[src/rtl/alu_share_ctrl.sv]
// alu_share_ctrl: shares one combinational ALU between two requesters.
// Optional macro ALU_SHARE_RR_EN selects round-robin tie-break (else req0 wins).
//
// Ports:
//   clk, rst            clock, synchronous active-high reset
//   reqN_valid/ready    operation handshake (N = 0,1)
//   reqN_op/a/b/setcc   operation: 00 add, 01 sub, 10 and, 11 xor
//   rspN_valid/ready    result handshake for the granted requester
//   rsp_data, rsp_of    registered result and masked overflow
//   alu_control/a/b     registered drive to the shared ALU
//   alu_out, alu_of     ALU result and raw overflow
//   cc_zf/sf/of         condition-code register
//   busy                a transaction is in flight
module alu_share_ctrl #(
  parameter int WIDTH = 64
) (
  input  logic             clk,
  input  logic             rst,
  input  logic             req0_valid,
  output logic             req0_ready,
  input  logic [1:0]       req0_op,
  input  logic [WIDTH-1:0] req0_a,
  input  logic [WIDTH-1:0] req0_b,
  input  logic             req0_setcc,
  input  logic             req1_valid,
  output logic             req1_ready,
  input  logic [1:0]       req1_op,
  input  logic [WIDTH-1:0] req1_a,
  input  logic [WIDTH-1:0] req1_b,
  input  logic             req1_setcc,
  output logic             rsp0_valid,
  input  logic             rsp0_ready,
  output logic             rsp1_valid,
  input  logic             rsp1_ready,
  output logic [WIDTH-1:0] rsp_data,
  output logic             rsp_of,
  output logic [1:0]       alu_control,
  output logic [WIDTH-1:0] alu_a,
  output logic [WIDTH-1:0] alu_b,
  input  logic [WIDTH-1:0] alu_out,
  input  logic             alu_of,
  output logic             cc_zf,
  output logic             cc_sf,
  output logic             cc_of,
  output logic             busy
);

  typedef enum logic [1:0] {
    IDLE = 2'd0,
    EXEC = 2'd1,
    RESP = 2'd2
  } state_t;

  state_t state;

  logic last_grant;
  logic gnt_id;
  logic op_setcc;
  logic tie_pick;
  logic win_id;
  logic accept;
  logic of_masked;
  logic rsp_take;

  // Tie-break when both requesters are valid.
`ifdef ALU_SHARE_RR_EN
  assign tie_pick = ~last_grant;
`else
  // last_grant is still tracked but never steers the choice.
  assign tie_pick = last_grant & 1'b0;
`endif

  always_comb begin
    win_id = 1'b0;
    unique case (1'b1)
      (req0_valid && req1_valid):  win_id = tie_pick;
      (req1_valid && !req0_valid): win_id = 1'b1;
      default:                     win_id = 1'b0;
    endcase
  end

  // Ready is gated by rst so a request held across reset is never taken.
  assign req0_ready = !rst && (state == IDLE) &&
                      req0_valid && !win_id;
  assign req1_ready = !rst && (state == IDLE) &&
                      req1_valid && win_id;
  assign accept = req0_ready | req1_ready;

  // Logic ops have no meaningful overflow.
  assign of_masked = alu_control[1] ? 1'b0 : alu_of;

  assign rsp_take = gnt_id ? rsp1_ready : rsp0_ready;

  assign busy = (state != IDLE);

  always_ff @(posedge clk) begin
    if (rst) begin
      state       <= IDLE;
      last_grant  <= 1'b1;
      gnt_id      <= 1'b0;
      op_setcc    <= 1'b0;
      alu_control <= 2'b00;
      alu_a       <= '0;
      alu_b       <= '0;
      rsp_data    <= '0;
      rsp_of      <= 1'b0;
      rsp0_valid  <= 1'b0;
      rsp1_valid  <= 1'b0;
      cc_zf       <= 1'b1;
      cc_sf       <= 1'b0;
      cc_of       <= 1'b0;
    end else begin
      unique case (state)
        IDLE: begin
          if (accept) begin
            alu_control <= win_id ? req1_op : req0_op;
            alu_a       <= win_id ? req1_a : req0_a;
            alu_b       <= win_id ? req1_b : req0_b;
            op_setcc    <= win_id ? req1_setcc
                                  : req0_setcc;
            gnt_id      <= win_id;
            last_grant  <= win_id;
            state       <= EXEC;
          end
        end
        EXEC: begin
          rsp_data   <= alu_out;
          rsp_of     <= of_masked;
          rsp0_valid <= !gnt_id;
          rsp1_valid <= gnt_id;
          if (op_setcc) begin
            cc_zf <= (alu_out == '0);
            cc_sf <= alu_out[WIDTH-1];
            cc_of <= of_masked;
          end
          state <= RESP;
        end
        RESP: begin
          if (rsp_take) begin
            rsp0_valid <= 1'b0;
            rsp1_valid <= 1'b0;
            state      <= IDLE;
          end
        end
        default: begin
          rsp0_valid <= 1'b0;
          rsp1_valid <= 1'b0;
          state      <= IDLE;
        end
      endcase
    end
  end

endmodule
[config.mk]
export PLATFORM = sky130hd
export DESIGN_NAME = alu_share_ctrl
export DESIGN_NICKNAME = d
export VERILOG_FILES = /design/src/rtl/alu_share_ctrl.sv
export SDC_FILE = /design/constraint.sdc
export NUM_CORES = 1
export LEC_CHECK = 0
export ABC_CLOCK_PERIOD_IN_PS = 1600
export CAP_MARGIN = 25
export CORE_AREA = 2 2 206 208
export CTS_BUF_LIST = sky130_fd_sc_hd__clkbuf_16
export CTS_CLUSTER_DIAMETER = 30
export CTS_CLUSTER_SIZE = 40
export DETAILED_ROUTE_END_ITERATION = 8
export DIE_AREA = 0 0 208 210
export DONT_BUFFER_PORTS = 1
export HOLD_SLACK_MARGIN = 0.03
export PLACE_DENSITY_LB_ADDON = 0.05
export SYNTH_ARGS = -nofsm -noshare
export SYNTH_HDL_FRONTEND = slang
export SYNTH_SLANG_ARGS = --single-unit
[constraint.sdc]
create_clock -name clk -period 1.6 [get_ports clk]
set_input_delay 0.32 -clock clk [delete_from_list [all_inputs] [get_ports clk]]
set_output_delay 0.32 -clock clk [all_outputs]
set_load 0.01 [all_outputs]
## After elaboration in Yosys (flattened, before gate mapping)

Cells that the tools add are included.

- Equality and inequality tests: 4
- Multiplexer cells: 13
- Bitwise operators: 2
- Reduce and logical (&&, ||, !) cells: 17

Operator list:

| kind | count |
|---|---|
| 2-to-1 mux 64 bit | 2 |
| logical NOT 64 bit | 1 |
| AND reduction 2 bit | 4 |
| logical AND 1 bit | 6 |
| 2-to-1 mux 2 bit | 3 |
| case mux 1 bit (3 select lines) | 2 |
| case mux 2 bit (3 select lines) | 1 |
| 2-to-1 mux 1 bit | 5 |
| logical NOT 1 bit | 4 |
| inequality test 2 bit (second input constant) | 2 |
| == test 2 x 1 -> 1 bit (second input constant) | 1 |
| == test 2 bit (second input constant) | 1 |
| logical NOT 2 bit | 1 |
| nonzero test 2 bit | 1 |
| NOT 1 bit | 1 |
| bitwise OR 1 bit | 1 |

- Register bits after elaboration: 204
- Input port bits: 333
- Output and inout port bits: 203
- Word-level logic and storage cells: 49

## Logic depth before layout (Yosys ltp)

Gate-level depths: netlist of the first run.

- Word-level depth: 8
- Depth in mapped cells: 7

## Worst setup path after synthesis of the first run

OpenSTA, ideal clock, no wires.

- Path kind: input-to-output
- Start point: input req0_valid
- End point: output req1_ready
- Arrival: 1.119 ns
- Slack: 0.161 ns
- Stages on the path: 5
- Path buffers: 3
- Path through: nand2b_1 > buf_2 > buf_6 > buf_6 > nor3_1

- Word-level cells in the longest chain between the ends: 4

RTL lines:

| item | line | RTL |
|---|---|---|
| start: declaration | 19 | `input logic req0_valid,` |
| logical NOT 1 bit | 77 | `(req1_valid && !req0_valid): win_id = 1'b1;` |
| logical AND 1 bit | 77 |  |
| 2-to-1 mux 1 bit | 75 | `unique case (1'b1)` |
| logical AND 1 bit | 86 | `req1_valid && win_id;` |
| end: declaration | 26 | `output logic req1_ready,` |

No other way between the ends.

## Final worst setup path of the first run

- Start point: register state[1]
- End point: output req1_ready

- Word-level cells in the longest chain between the ends: 4

RTL lines:

| item | line | RTL |
|---|---|---|
| start: declaration | 54 | `state_t state;` |
| start signal: assignment | 98 | `state <= IDLE;` |
| start signal: assignment | 123 | `state <= EXEC;` |
| start signal: assignment | 136 | `state <= RESP;` |
| logical NOT 2 bit | 85 | `assign req1_ready = !rst && (state == IDLE) &&` |
| logical AND 1 bit (2 in series) | 85 |  |
| logical AND 1 bit | 86 |  |

No other way between the ends.

==> impl_metrics.tcl, run 1 <==
set metrics [dict create \
    hold_buffers 65 \
    drive_above_1_share 0.188 \
    slew_headroom 0.469 \
    cp-start-kind "flip-flop" \
    rsz0062_at_grt "yes" \
    synth_most_common_cell "dfxtp_1" \
    fin_cells 1631 \
    via_count 7335 \
    final_nets 1364 \
    portBuffers 0 \
    slew_violations 0 \
    setup_slack_ns -0.0757 \
    worstPathCellList "buf_6 > nor2_4 > inv_2 > nor3_4" \
    pre_cts_ws_ns -0.159 \
    end_kind "output pin" \
    crit_arrival_ns 1.36 \
    finalSetupViolations 3 \
    dieArea_um2 43700 \
    hp-class "primary input to flip-flop" \
    grt_pass1_wl_um 48500 \
    crit_required_ns 1.28 \
    fillers 4399 \
    grt_pass1_vias 7484 \
    synth-seq-cells 204 \
    synthFlopType "dfxtp_1" \
    grt_max_degree 206 \
    dp_hpwl_um 24100 \
    clock_sink_count 204 \
    core_um2 41500 \
    max_freq_mhz 597 \
    worstSkewPairLatency_ns 0.55 \
    synth.top_cell.area_share 0.467 \
    tightest_slew_ns 0.796 \
    cts_buffer_depth 3 \
    dr.pass1.iters 4 \
    synth_cell_types 25 \
    cap_violations 0 \
    hold_ws_ns -0.133 \
    cts_tree "done" \
    grt_usage 0.149 \
    row_count 75 \
    area_delta_synth_final_pct 41.6 \
    multi_input_area_um2 4220 \
    syn_area_um2 8750 \
    fin_crit_ns 1.68 \
    final.period_utilization 1.05 \
    critPathKind "flip-flop to output pin" \
    viasPerCell 4.50 \
    die_x_um 208 \
    post-place-cells 1431 \
    syn_avg_cell_area_um2 9.39 \
    grt_overflow 0 \
    skew_ns 0.0153 \
    syn-num-nets 1265 \
    cts_made_buffers 72 \
    clockRootBuffer "clkbuf_16" \
    gp_congestion 0.754 \
    clk_pin_slew_ns 0.04 \
    initial_core_util 0.211 \
    async_reset_ff_frac 0 \
    htreeDepth 3 \
    synth_area_leader_cell "dfxtp_1" \
    ys_top_cells_by_area "dfxtp_1, mux2i_1, a211oi_2" \
    seq_area_frac_synth 0.467 \
    io_pins 536 \
    wl_per_cell_um 20.9 \
    fin_setup_tns_ns -0.120 \
    die_y_um 210 \
    ant_nets 0 \
    hold_viol 92 \
    ys_top_cells_by_count "dfxtp_1, nor2_1, nand2_1, mux2i_1, a211oi_1" \
    post-route-util 0.299 \
    cp_max_fo 2 \
    vdd_drop_max_mv 0.577 \
    seq_area_um2 4090 \
    synth_edf_count 0 \
    drc 0 \
    synth_cells 932 \
    power.density_nw_per_um2 1670 \
    status "complete, but fails checks" \
    cpMaxStageDelayCell "dfxtp_2" \
    routed_wl_um 34000 \
    detail_route.iter0.violations 281 \
    violations "negative hold slack, negative setup slack" \
    synth-warning-count 0 \
    antenna_found_initial 3 \
    slowest_delay_ns 0.32 \
    p_leak_nw 5.13 \
]
[metal layers]
layer | GRT usage | wire [um] | vias to the layer above
met5 | 0 | 0 | -
met4 | 0.0653 | 894 | 0
met3 | 0.0641 | 3450 | 65
met2 | 0.257 | 17100 | 386
met1 | 0.158 | 12600 | 3348
li1 | - | - | 3536
[area by class of cell]
cell class,count,share of cell area
inverter,1,0.000303
multi-input combinational,644,0.341
antenna,2,0.000404
tap,539,0.0545
timing repair buffer,108,0.0914
clock buffer,76,0.154
sequential,204,0.330
clock inverter,57,0.0289
[worst paths after layout]
| check | startpoint | endpoint | slack, ns | cells after the start |
|---|---|---|---|---|
| hold / removal | rst | alu_b[1] | -0.13 | 1 |
| setup reg to reg | state[0] | alu_b[47] | 0.07 | 6 |
| setup / recovery | state[1] | req1_ready | -0.08 | 4 |
| hold reg to reg | rsp_data[46] | rsp_data[46] | 0.50 | 2 |
[through the flow]
step | cell area [um^2] | power, W
after floorplan | 8750 | 0.00741
after global placement | 9440 | 0.00791
after detailed placement | 9440 | 0.00791
after CTS | 12400 | 0.0211
after global routing | 12400 | 0.0216
final | 12400 | 0.0207
[sequential cells by signal, summed over array words and instances (netlist names)]
name	count
cc_of	1
alu_a	64
gnt_id	1
rsp_of	1
alu_control	2
op_setcc	1
alu_b	64
cc_zf	1
state	2
cc_sf	1
rsp0_valid	1
rsp_data	64
rsp1_valid	1
[cells in the final DEF (no fill, tap or decap), types with 4 or more instances in the layout]
| cell type | instances |
|---|---|
| a211oi_1 | 81 |
| clkinv_1 | 16 |
| clkinv_2 | 17 |
| bufinv_16 | 4 |
| dlygate4sd3_1 | 64 |
| nand2_1 | 135 |
| mux2i_1 | 132 |
| nor4_1 | 16 |
| dfxtp_1 | 202 |
| a211oi_2 | 51 |
| nand4_1 | 4 |
| clkbuf_16 | 76 |
| nor2_1 | 136 |
| a21oi_1 | 72 |
| buf_12 | 11 |
| buf_4 | 31 |
| inv_1 | 18 |
[repair_timing]
item,4_1_cts,5_1_grt
gates resized for setup,9,1
pin swaps,2,2
hold endpoints to repair,203,203
endpoints found under the setup margin,3,25
buffers inserted,1,0
[kinds of logic (layout without fill, tap and decap cells)]
| family | after synthesis | in the layout | share of synthesized area |
|---|---|---|---|
| AND/OR/NAND/NOR | 305 | 305 | 0.140 |
| other | 0 | 2 | 0 |
| AO/OA/AOI/OAI | 207 | 207 | 0.186 |
| flip-flops | 204 | 204 | 0.467 |
| buffers and inverters | 84 | 242 | 0.0555 |
| multiplexers | 132 | 132 | 0.151 |
[worst max-delay path, delay by kind of cell, from the launching register on]
| family | cells | cell delay [ns] |
|---|---|---|
| buf+inv | 2 | 0.17 |
| flops | 1 | 0.32 |
| simple gates | 2 | 0.31 |
[power breakdown]
group,switching [W],internal (W),total (W)
logic,0.000925,0.000844,0.00177
registers,0.000607,0.00557,0.00617
clock network,0.00372,0.00902,0.0127
(Power assumes the default switching activity.)
==> run 2: changes to the inputs <==
--- a/config.mk
+++ b/config.mk
@@ -6,5 +6,5 @@
 export NUM_CORES = 1
 export LEC_CHECK = 0
-export ABC_CLOCK_PERIOD_IN_PS = 1600
+export ABC_CLOCK_PERIOD_IN_PS = 1400
 export CAP_MARGIN = 25
 export CORE_AREA = 2 2 206 208
==> constraint.sdc (replaced) <==
create_clock -name clk -period 1.4 [get_ports clk]
set_input_delay 0.28 -clock clk [delete_from_list [all_inputs] [get_ports clk]]
set_output_delay 0.28 -clock clk [all_outputs]
set_load 0.1 [all_outputs]
==> run 2 against run 1 <==
Against the previous run: the run still ends with negative hold slack, negative setup slack left; clock-buffer cell count down 4; combinational power rose to 5.1 times the previous value; critical path depth up 1; via count up 18%; utilization up 15 points; hold slack worse by 0.065 ns; die area unchanged; sequential cell count unchanged; register-to-register slack worse by 0.40 ns; critical path type unchanged; critical endpoint unchanged; largest cell class is now buffers; largest power group unchanged; highest routed layer unchanged.
==> impl_metrics.tcl, run 2 (synthesis gave the netlist of run 1 again) <==
set metrics [dict create \
    status "complete, but fails checks" \
    violations "negative hold slack, negative setup slack" \
    hp-class "primary input to flip-flop" \
    clk_pin_slew_ns 0.04 \
    die_y_um 210 \
    tightest_slew_ns 0.502 \
    clock_sink_count 204 \
    max_freq_mhz 559 \
    via_count 8640 \
    gp_congestion 0.763 \
    fin_setup_tns_ns -25.37 \
    crit_required_ns 1.12 \
    worstSkewPairLatency_ns 0.55 \
    cts_made_buffers 69 \
    clockRootBuffer "clkbuf_16" \
    slew_violations 0 \
    final.period_utilization 1.28 \
    top_regs "alu_a (64), alu_b (64), rsp_data (64)" \
    antenna_found_initial 3 \
    grt_overflow 0 \
    layout_common_cells "buf_12, dfxtp_2, nand2_1" \
    cp_max_fo 2 \
    final_nets 1654 \
    vdd_drop_max_mv 0.864 \
    placed_area_um2 11200 \
    wl_per_cell_um 20.7 \
    drive_above_1_share 0.563 \
    grt_pass1_wl_um 56700 \
    grt_usage 0.172 \
    crit_arrival_ns 1.51 \
    final_common_cell "buf_12" \
    setup_slack_ns -0.389 \
    grt_pass1_vias 9101 \
    finalSetupViolations 143 \
    io_pins 536 \
    die_x_um 208 \
    grt_max_degree 206 \
    htreeDepth 3 \
    dp_hpwl_um 25200 \
    hold_ws_ns -0.198 \
    drc 0 \
    dr.pass1.iters 4 \
    viasPerCell 4.51 \
    initial_core_util 0.211 \
    cp-start-kind "flip-flop" \
    slew_headroom 0.656 \
    critPathKind "flip-flop to output pin" \
    portBuffers 0 \
    area_delta_synth_final_pct 114 \
    rsz0062_at_grt "yes" \
    ant_nets 0 \
    fin_crit_ns 1.79 \
    total_power_w 0.0310 \
    dieArea_um2 43700 \
    cap_violations 0 \
    routed_wl_um 39600 \
    core_um2 41500 \
    fillers 3846 \
    p_leak_nw 7.79 \
    skew_ns 0.00974 \
    cts_buffer_depth 3 \
    hold_viol 202 \
    row_count 75 \
    ff2ff_setup_slack_ns -0.33 \
    finalInstanceArea_um2 18700 \
    detail_route.iter0.violations 261 \
    end_kind "output pin" \
    power.density_nw_per_um2 1660 \
    cts_tree "done" \
]
run 2: changes by cell type in the layout (fill, tap and decap cells not counted), moves of 11 or more:
cell / delta
buf_6: +18
buf_12: +227
dlygate4sd3_1: -15
buf_16: +15
clkinv_2: -11
buf_4: +21
a211oi_2: +35
nor2_2: +23
buf_8: +12
dfxtp_2: +182
dfxtp_4: +18
dfxtp_1: -200
a211oi_1: -35
nor2_1: -24
run 2: worst paths after layout:
kind                             startpoint           to  depth (start not counted)
worst min-delay path                    rst    alu_b[52]                          1
worst max-delay path               state[0]   req1_ready                          5
worst min register to register  rsp_data[8]  rsp_data[8]                          2
worst max register to register     state[0]    alu_b[56]                         11
run 2: where the power goes:
group | switching, W | internal (W)
Sequential | 0.000539 | 0.00646
Clock | 0.00414 | 0.0107
Combinational | 0.00547 | 0.00365
run 2: layout make-up:
cell class              count  area (um^2)  share of cell area
flip-flops and latches    204         4380               0.235
repair buffers            401         6790               0.364
clock buffers              72         1800              0.0965
multi-input cells         644         4550               0.243
well taps                 539          674              0.0361
inverters                   1         3.75            0.000201
clock inverters            52          470              0.0252
diodes                      3         7.51            0.000402
run 2: repair_timing:
item / 4_1_cts / 5_1_grt
cloned: 22 / 11
gates resized for setup: 901 / 88
pin swaps: 101 / 42
hold endpoints to repair: 203 / 203
endpoints found under the setup margin: 324 / 260
buffers inserted: 44 / 26
hold buffers: 52 / 2
run 2: worst max-delay path: stages (launching register included):
cell	delay [ns]
dfxtp_2	0.32
buf_6	0.11
nor2_4	0.11
inv_2	0.06
nor3_4	0.15
buf_12	0.20
run 2: through the flow:
step	util	setup WS, ns	hold slack (ns)	std cells
2_1_floorplan	-	-0.743	0.416	932
3_3_place_gp	0.270	-0.290	0.379	1645
3_5_place_dp	0.270	-0.273	0.380	1645
4_1_cts	0.436	-0.505	-0.234	1887
5_1_grt	0.450	-0.505	-0.238	1916
6_report	0.450	-0.389	-0.198	1916
run 2: layer usage:
metal | share of wire | up-vias | global-route usage
li1 | - | 4129 | -
met3 | 0.076 | 66 | 0.0606
met1 | 0.40 | 4063 | 0.192
met5 | 0 | - | 0
met4 | 0.033 | 0 | 0.0829
met2 | 0.49 | 382 | 0.291
==> run 3: changes to the inputs <==
- PLACE_DENSITY: unset -> 0.31
- PLACE_DENSITY_LB_ADDON: 0.05 -> unset
==> run 3 against run 2 <==
Against the previous run: the run still ends with negative hold slack, negative setup slack left; hold slack worse by 0.021 ns; clock-buffer cell count is 2 lower; fmax fell by 1.1%; critical endpoint unchanged.
==> impl_metrics.tcl, run 3 (synthesis gave the netlist of run 1 again) <==
set metrics [dict create \
    final_common_cell "buf_12" \
    dieArea_um2 43700 \
    status "complete, but fails checks" \
    final.period_utilization 1.29 \
    top_regs "alu_a (64), alu_b (64), rsp_data (64)" \
    r2r_cells 5 \
    row_count 75 \
    post-route-util 0.414 \
    ant_nets 0 \
    cts_tree "done" \
    hp-class "primary input to flip-flop" \
    power.density_nw_per_um2 1700 \
    layout_common_cells "buf_12, dfxtp_2, nor2_1" \
    violations "negative hold slack, negative setup slack" \
    slowest_delay_ns 0.32 \
    reg2reg_from "state[1]" \
    viasPerCell 4.45 \
    via_count 8246 \
    hold_viol 197 \
    io_pins 536 \
    worstPathCellList "buf_6 > nor2_4 > inv_2 > nor3_4 > buf_12" \
    portBuffers 0 \
    grt_overflow 0 \
    rsz0062_at_grt "yes" \
    dr.pass1.iters 4 \
    antenna_found_initial 2 \
    fin_crit_ns 1.81 \
    grt_pass1_vias 8556 \
    timing.critical_path.from "state[1]" \
    p_leak_nw 7.16 \
    final_nets 1598 \
    drive_above_1_share 0.492 \
    grt_usage 0.158 \
    max_freq_mhz 553 \
    ff2ff_setup_slack_ns -0.16 \
    clk_pin_slew_ns 0.04 \
    crit_required_ns 1.12 \
    slew_violations 0 \
    finalInstanceArea_um2 17200 \
    endpoint "req1_ready" \
    gp_congestion 0.801 \
    setup_slack_ns -0.408 \
    clock_sink_count 204 \
    cap_violations 0 \
    die_x_um 208 \
    detail_route.iter0.violations 320 \
    routed_wl_um 35900 \
    finalSetupViolations 118 \
    hold_ws_ns -0.219 \
    tightest_slew_ns 0.630 \
    critPathKind "flip-flop to output pin" \
    placed_area_um2 11000 \
    vdd_drop_max_mv 0.908 \
    dp_hpwl_um 24000 \
    wl_per_cell_um 19.4 \
    cts_made_buffers 69 \
    initial_core_util 0.211 \
    grt_pass1_wl_um 52400 \
    skew_ns 0.0162 \
    die_y_um 210 \
    grt_max_degree 206 \
    htreeDepth 3 \
    drc 0 \
    worstSkewPairLatency_ns 0.58 \
    area_delta_synth_final_pct 96.3 \
    core_um2 41500 \
    slew_headroom 0.580 \
    end_kind "output pin" \
    crit_arrival_ns 1.53 \
    cp_max_fo 4 \
    cp-start-kind "flip-flop" \
    clockRootBuffer "clkbuf_16" \
    r2r_end "alu_b[43]" \
    cpMaxStageDelayCell "dfxtp_2" \
    cts_buffer_depth 3 \
]
-- run 3: per-layer routing --
metal,vias to the layer above,global-route usage,wire [um]
met5,-,0,0
met4,0,0.0695,1100
met3,69,0.0639,2810
met2,360,0.270,18200
met1,3826,0.173,13800
li1,3991,-,-
-- run 3: worst min path at each step --
stage | startpoint | end | slack, ns | cells past startpoint
2_1_floorplan | alu_out[27] | rsp_data[27] | 0.42 | 2
3_3_place_gp | rst | alu_b[53] | 0.38 | 1
3_5_place_dp | rst | alu_b[1] | 0.38 | 1
4_1_cts | rst | alu_b[1] | -0.25 | 1
5_1_grt | rst | alu_b[1] | -0.25 | 1
6_report | rst | alu_b[1] | -0.22 | 1
-- run 3: repair_timing --
action	in CTS	in global routing
hold buffers	54	7
cloned	6	2
endpoints found under the hold margin	203	203
buffers inserted	20	6
pin swaps	3	6
gates resized for setup	817	27
endpoints found under the setup margin	319	383
-- run 3: area by class of cell --
cell class | instances | area, um^2
multi-input cells | 644 | 4270
repair buffers | 345 | 5690
clock buffers | 70 | 1750
inverters | 1 | 3.75
well taps | 539 | 674
fillers | 3937 | 24300
clock inverters | 48 | 403
flip-flops and latches | 204 | 4370
diodes | 2 | 5.00
-- run 3: report_power, final --
part	leakage, nW	internal (W)	switching, W	total, W
registers	1.76	0.00647	0.000524	0.00699
logic	4.30	0.00309	0.00514	0.00822
clock network	1.10	0.00983	0.00422	0.0141
-- run 3: worst max-delay path: cells and delay by family, from the launching register on --
family,cells,cell delay (ns)
buffers and inverters,3,0.38
flip-flops,1,0.32
AND/OR/NAND/NOR,2,0.26
-- run 3: per-stage QoR --
stage	setup TNS (ns)	setup slack [ns]	instances	power, W
floorplan	-1.07	-0.743	932	0.0119
global placement	-8.38	-0.635	1638	0.0132
detailed placement	-9.46	-0.581	1638	0.0132
CTS	-20.80	-0.520	1836	0.0296
global route	-31.27	-0.474	1853	0.0304
finish	-13.15	-0.408	1853	0.0293
